==> config.mk <==
export PLATFORM = sky130hd
export DESIGN_NAME = fold_grp_issue
export DESIGN_NICKNAME = d
export VERILOG_FILES = /design/src/rtl/fold_grp_issue.sv
export SDC_FILE = /design/constraint.sdc
export NUM_CORES = 1
export LEC_CHECK = 0
export CAP_MARGIN = 10
export CORE_MARGIN = 2
export CORE_UTILIZATION = 45
export CTS_BUF_LIST = sky130_fd_sc_hd__clkbuf_8
export CTS_CLUSTER_SIZE = 14
export DETAILED_ROUTE_END_ITERATION = 8
export DONT_BUFFER_PORTS = 1
export PLACE_DENSITY_LB_ADDON = 0.08
export REMOVE_ABC_BUFFERS = 1
export SKIP_CTS_REPAIR_TIMING = 1
export SYNTH_ARGS = -nofsm -noshare
export SYNTH_HDL_FRONTEND = slang
export SYNTH_SLANG_ARGS = --single-unit
==> constraint.sdc <==
create_clock -name clk -period 3.8 [get_ports clk]
set_clock_uncertainty 0.2 [all_clocks]
set_input_delay 0.57 -clock clk [delete_from_list [all_inputs] [get_ports clk]]
set_output_delay 0.57 -clock clk [all_outputs]
set_load 0.03 [all_outputs]
==> src/rtl/fold_grp_issue.sv <==
// fold_grp_issue: buffers up to 4 decoded fold types/lengths and issues the longest legal fold group at the head
// Ports: clk, reset_l (async active-low), flush (drop all entries);
//   in_valid/in_ready/in_type/in_len push side; grp_valid/grp_ready/grp_cnt/grp_len/grp_types issue side.
// Macro FOLD_QUAD_EN enables the 4-wide LV LV OP MEM fold; when undefined the widest group is 3.
module fold_grp_issue #(
  parameter int DEPTH = 4,
  parameter int WAIT_MAX = 2
) (
  input  logic        clk,
  input  logic        reset_l,
  input  logic        flush,
  input  logic        in_valid,
  output logic        in_ready,
  input  logic [5:0]  in_type,
  input  logic [2:0]  in_len,
  output logic        grp_valid,
  input  logic        grp_ready,
  output logic [2:0]  grp_cnt,
  output logic [4:0]  grp_len,
  output logic [23:0] grp_types
);
  localparam logic [5:0] NF = 6'd1, LV = 6'd2, OP = 6'd4, BG2 = 6'd8, BG1 = 6'd16, MEM = 6'd32;
  localparam int HW = $clog2(WAIT_MAX + 1);
`ifdef FOLD_QUAD_EN
  localparam bit QUAD = 1'b1;
`else
  localparam bit QUAD = 1'b0;
`endif
  typedef enum logic {EVAL, PRESENT} state_t;
  state_t state, state_nxt;
  logic [5:0] typ_q [DEPTH];
  logic [2:0] len_q [DEPTH];
  logic [1:0] rd_ptr, wr_ptr;
  logic [2:0] count;
  logic [HW-1:0] hold_cnt;
  logic [5:0] t [4];
  logic [2:0] l [4];
  logic [5:0] in_san;
  logic push, pop, hold, latch, ext, m2, m3, m4;
  logic [2:0] best;
  logic [4:0] sum;
  logic [23:0] types;
  assign in_ready = count < 3'd4;
  assign push = in_valid & in_ready;
  assign in_san = (in_type != 6'd0 && (in_type & (in_type - 6'd1)) == 6'd0) ? in_type : NF;
  always_comb begin
    // Slots beyond count read as zero so they can never satisfy a pattern.
    for (int i = 0; i < 4; i++) begin
      t[i] = (3'(i) < count) ? typ_q[rd_ptr + 2'(i)] : 6'd0;
      l[i] = (3'(i) < count) ? len_q[rd_ptr + 2'(i)] : 3'd0;
    end
    m4 = QUAD && t[0] == LV && t[1] == LV && t[2] == OP && t[3] == MEM;
    m3 = (t[0] == LV && t[1] == LV && (t[2] == OP || t[2] == BG2)) || (t[0] == LV && t[1] == OP && t[2] == MEM);
    m2 = (t[0] == LV && (t[1] == OP || t[1] == BG1 || t[1] == BG2 || t[1] == MEM)) || (t[0] == OP && t[1] == MEM);
    best = m4 ? 3'd4 : m3 ? 3'd3 : m2 ? 3'd2 : 3'd1;
    // Present entries are a strict prefix of some longer pattern; a full FIFO can never grow.
    ext = (count == 3'd1 && (t[0] == LV || t[0] == OP))
       || (count == 3'd2 && t[0] == LV && (t[1] == LV || t[1] == OP))
       || (QUAD && count == 3'd3 && t[0] == LV && t[1] == LV && t[2] == OP);
    sum = 5'd0;
    types = 24'd0;
    for (int i = 0; i < 4; i++) begin
      sum = sum + ((3'(i) < best) ? 5'(l[i]) : 5'd0);
      types[6*i +: 6] = (3'(i) < best) ? t[i] : 6'd0;
    end
    hold = state == EVAL && count != 3'd0 && ext && hold_cnt < HW'(WAIT_MAX);
    latch = state == EVAL && count != 3'd0 && !hold;
    pop = state == PRESENT && grp_ready;
    state_nxt = flush ? EVAL : latch ? PRESENT : pop ? EVAL : state;
  end
  always_ff @(posedge clk)
    if (push && !flush) begin
      typ_q[wr_ptr] <= in_san;
      len_q[wr_ptr] <= in_len;
    end
  always_ff @(posedge clk or negedge reset_l)
    if (!reset_l) begin
      state <= EVAL;
      rd_ptr <= 2'd0;
      wr_ptr <= 2'd0;
      count <= 3'd0;
      hold_cnt <= '0;
      grp_valid <= 1'b0;
      grp_cnt <= 3'd0;
      grp_len <= 5'd0;
      grp_types <= 24'd0;
    end else begin
      state <= state_nxt;
      if (flush) begin
        rd_ptr <= 2'd0;
        wr_ptr <= 2'd0;
        count <= 3'd0;
        hold_cnt <= '0;
        grp_valid <= 1'b0;
      end else begin
        if (push) wr_ptr <= wr_ptr + 2'd1;
        if (pop) rd_ptr <= rd_ptr + grp_cnt[1:0];
        count <= count + 3'(push) - (pop ? grp_cnt : 3'd0);
        // A fresh arrival restarts the wait so a back-to-back burst can complete the full fold.
        hold_cnt <= pop ? '0 : hold ? (push ? '0 : hold_cnt + 1'b1) : hold_cnt;
        grp_valid <= latch | (grp_valid & !pop);
        if (latch) begin
          grp_cnt <= best;
          grp_len <= sum;
          grp_types <= types;
        end
      end
    end
endmodule
==> impl_metrics.toml <==
[critical_path]
crit_arrival_ns = 3.91
worstPathMaxFanout = 4
r2r-end = "grp_len[3]"
worst_path_max_delay_cell = "mux4_2"
rrSetupSlack_ns = -0.06
end_kind = "flip-flop"
crit_family = "adder cells"
reg2reg_depth = 15
reg2reg_from = "typ_q[1][3]"
startpoint_type = "flip-flop"
path_class = "flip-flop to flip-flop"
worstPathRequired_ns = 3.85
crit_chain = "buf_4 -> nor4_4 -> buf_4 -> nand2_1 -> mux4_2 -> nor3_4 -> a211oi_4 -> nand2b_4 -> fa_1 -> inv_1 -> ha_2 -> inv_1 -> fa_2 -> xnor2_1 -> mux2_4"
slowest_delay_ns = 0.52
path_buf_inv = 4

[clock_tree]
cts_buffers = 9
cts_root_buf = "clkbuf_8"
h-tree-depth = 3
clk_pin_slew_worst_paths_ns = 0.09
cts.path.max_buffers = 2
clk_latency_ns = 0.36
cts.sinks = 72
tritoncts = "done"

[cells_and_area]
instances_no_fill = 512
design_area_um2 = 5050
fillCellCount = 760
drive_gt1_share_pct = 35.2
final_util_pct = 55.7
nets = 425
final_common_cell = "buf_4"
diodes = 0
area_growth_pct = 21.9
final_cell_mix = "buf_4 (61), edfxtp_1 (36), dfrtp_1 (35)"

[synth]
synth_area_leaders = "edfxtp_1 (26%), dfrtp_1 (22%), mux4_2 (13%)"
synth_flop_cell = "edfxtp_1"
seq_area_frac_synth_pct = 47.8
synth_top_area_cell = "edfxtp_1"
ys_async_sr_fraction_pct = 50.0
syn_inst = 334
syn_avg_cell_area_um2 = 12.4
synth_cell_types = 54
ys_ff_latch = 72
synth_edf_count = 36
yosysWarnings = 0
synth_top_area_share_pct = 26.1
syn_area_um2 = 4150

[detailed_routing]
wl_met3_um = 332
ant_nets = 0
dr_total_vias = 2804
wl_met2_um = 4620
drtPass1Iterations = 4
top_layer = "met4"
wl_per_cell_um = 18.3
drc_errors = 0
drt_iter0_drc = 105
routed_wl_um = 9380
via_per_inst = 5.48
wl_met1_um = 4230

[power]
swShare_pct = 36.7
power_switching_mw = 0.931
p_seq_share_pct = 42.2
power_mw = 2.54
combPwrFrac_pct = 32.0
powerDensity_nw_per_um2 = 503
p_leak_nw = 2.07
clkPwrFrac_pct = 25.8
p_int_mw = 1.61
ir_worst_vdd_mv = 0.210

[global_route]
grt_start_max_net_pins = 37
grt_pass1_vias = 2869
antenna_found_initial = 0
grt_util_all_layers_pct = 19.6
grt_overflow = 0
grt_first_pass_wirelength_um = 15000

[die]
boundaryPins = 48
die_h_um = 100
die_x_um = 100
dieArea_um2 = 10000
core_um2 = 9060
row_count = 35
initial_core_util_pct = 45.7

[min_path]
hold-path-endpoint = "count[2]"
hp-class = "input pin to flip-flop"
hold_start = "flush"
hold_path_depth = 1

[placement]
post_dp_cell_area_um2 = 4590
placed_cells_incl_taps = 485
hpwl_um = 6820
port_buffers = 0
place.gp.congestion = 0.874

[sta]
hold_violations = 0
rsz0062_at_grt = "yes"
setup_viol = 1
fin_crit_sh_pct = 102
fmax_mhz = 259
max_slew_margin_pct = 27.3
min_period_ns = 3.86
setup_ws_ns = -0.0601
tightest_slew_ns = 1.09
drv_slew = 0

[status]
status = "finished with violations"
violations = "negative setup slack"

[flow_run]
maxCapViolations = 0
[power groups by stage]
stage                     logic, mW  clock network [mW]  registers (mW)
final                         0.814               0.654            1.07
after global routing          0.914               0.694            1.08
after global placement        0.748                   0            1.08
after CTS                     0.759               0.668            1.07
after floorplan               0.503                   0            1.09
after detailed placement      0.755                   0            1.08
[through the flow]
| step | hold WS (ns) | setup TNS (ns) | setup slack, ns |
|---|---|---|---|
| global route | 0.0543 | -0.283 | -0.175 |
| global placement | 0.0752 | -0.489 | -0.269 |
| detailed placement | 0.0753 | -0.499 | -0.282 |
| floorplan | 0.0744 | -2.95 | -0.938 |
| finish | 0.0599 | -0.0601 | -0.0601 |
| CTS | -0.318 | -0.531 | -0.288 |
[synthesized netlist by cell type (all sizes together), types with 7 or more instances]
| library cell | number |
|---|---|
| dfrtp | 36 |
| edfxtp | 36 |
| inv | 31 |
| nand2 | 29 |
| mux4 | 24 |
| buf | 17 |
| nor2 | 17 |
| mux2i | 12 |
| and2 | 11 |
| ha | 10 |
| xnor2 | 8 |
| mux2 | 7 |
| nor3 | 7 |
| nor4 | 7 |
[layout make-up]
class | count | area (um^2) | area share [%]
tap | 111 | 139 | 2.75
inverter | 31 | 116 | 2.30
multi-input combinational | 216 | 2080 | 41.2
sequential | 72 | 1980 | 39.3
clock buffer | 9 | 124 | 2.45
timing repair buffer | 66 | 522 | 10.3
clock inverter | 7 | 86.3 | 1.71
[worst max-delay path by stage]
stage                start    endpoint  slack (ns)  cells after the start
2_1_floorplan    rd_ptr[0]  grp_len[3]       -0.94                     12
3_3_place_gp   typ_q[1][3]  grp_len[3]       -0.27                     14
3_5_place_dp   typ_q[1][3]  grp_len[3]       -0.28                     14
4_1_cts        typ_q[1][3]  grp_len[3]       -0.29                     14
5_1_grt          rd_ptr[0]  grp_len[3]       -0.17                     15
6_report       typ_q[1][3]  grp_len[3]       -0.06                     15
[cells by family (layout without fill, tap and decap cells)]
kind of cell               count (synthesis)  after routing  share of synthesized area [%]
AOI/OAI and AO/OA                         33             33                           6.01
other                                      1              7                         0.0905
DFF                                       72             72                           47.8
buffers and inverters                     52            113                           5.89
xor gates and xnor gates                  13             13                           2.75
adders and majority gates                 15             15                           5.43
muxes                                     43             43                           18.0
and+or+nand+nor                          105            105                           14.0
[routing by layer]
metal  track usage [%]  vias to the layer above
met5                 0                        -
met4              7.27                        0
met3              3.62                       13
met2              32.2                       71
met1              26.0                     1396
li1                  -                     1324
[flip-flops by register name (all words and copies together), names as in the netlist]
register	cells
count	3
grp_cnt	2
grp_len	5
grp_types	18
grp_valid	1
hold_cnt	2
len_q	12
rd_ptr	2
state	1
typ_q	24
wr_ptr	2
Note: power is estimated with default switching activity, not from simulation.
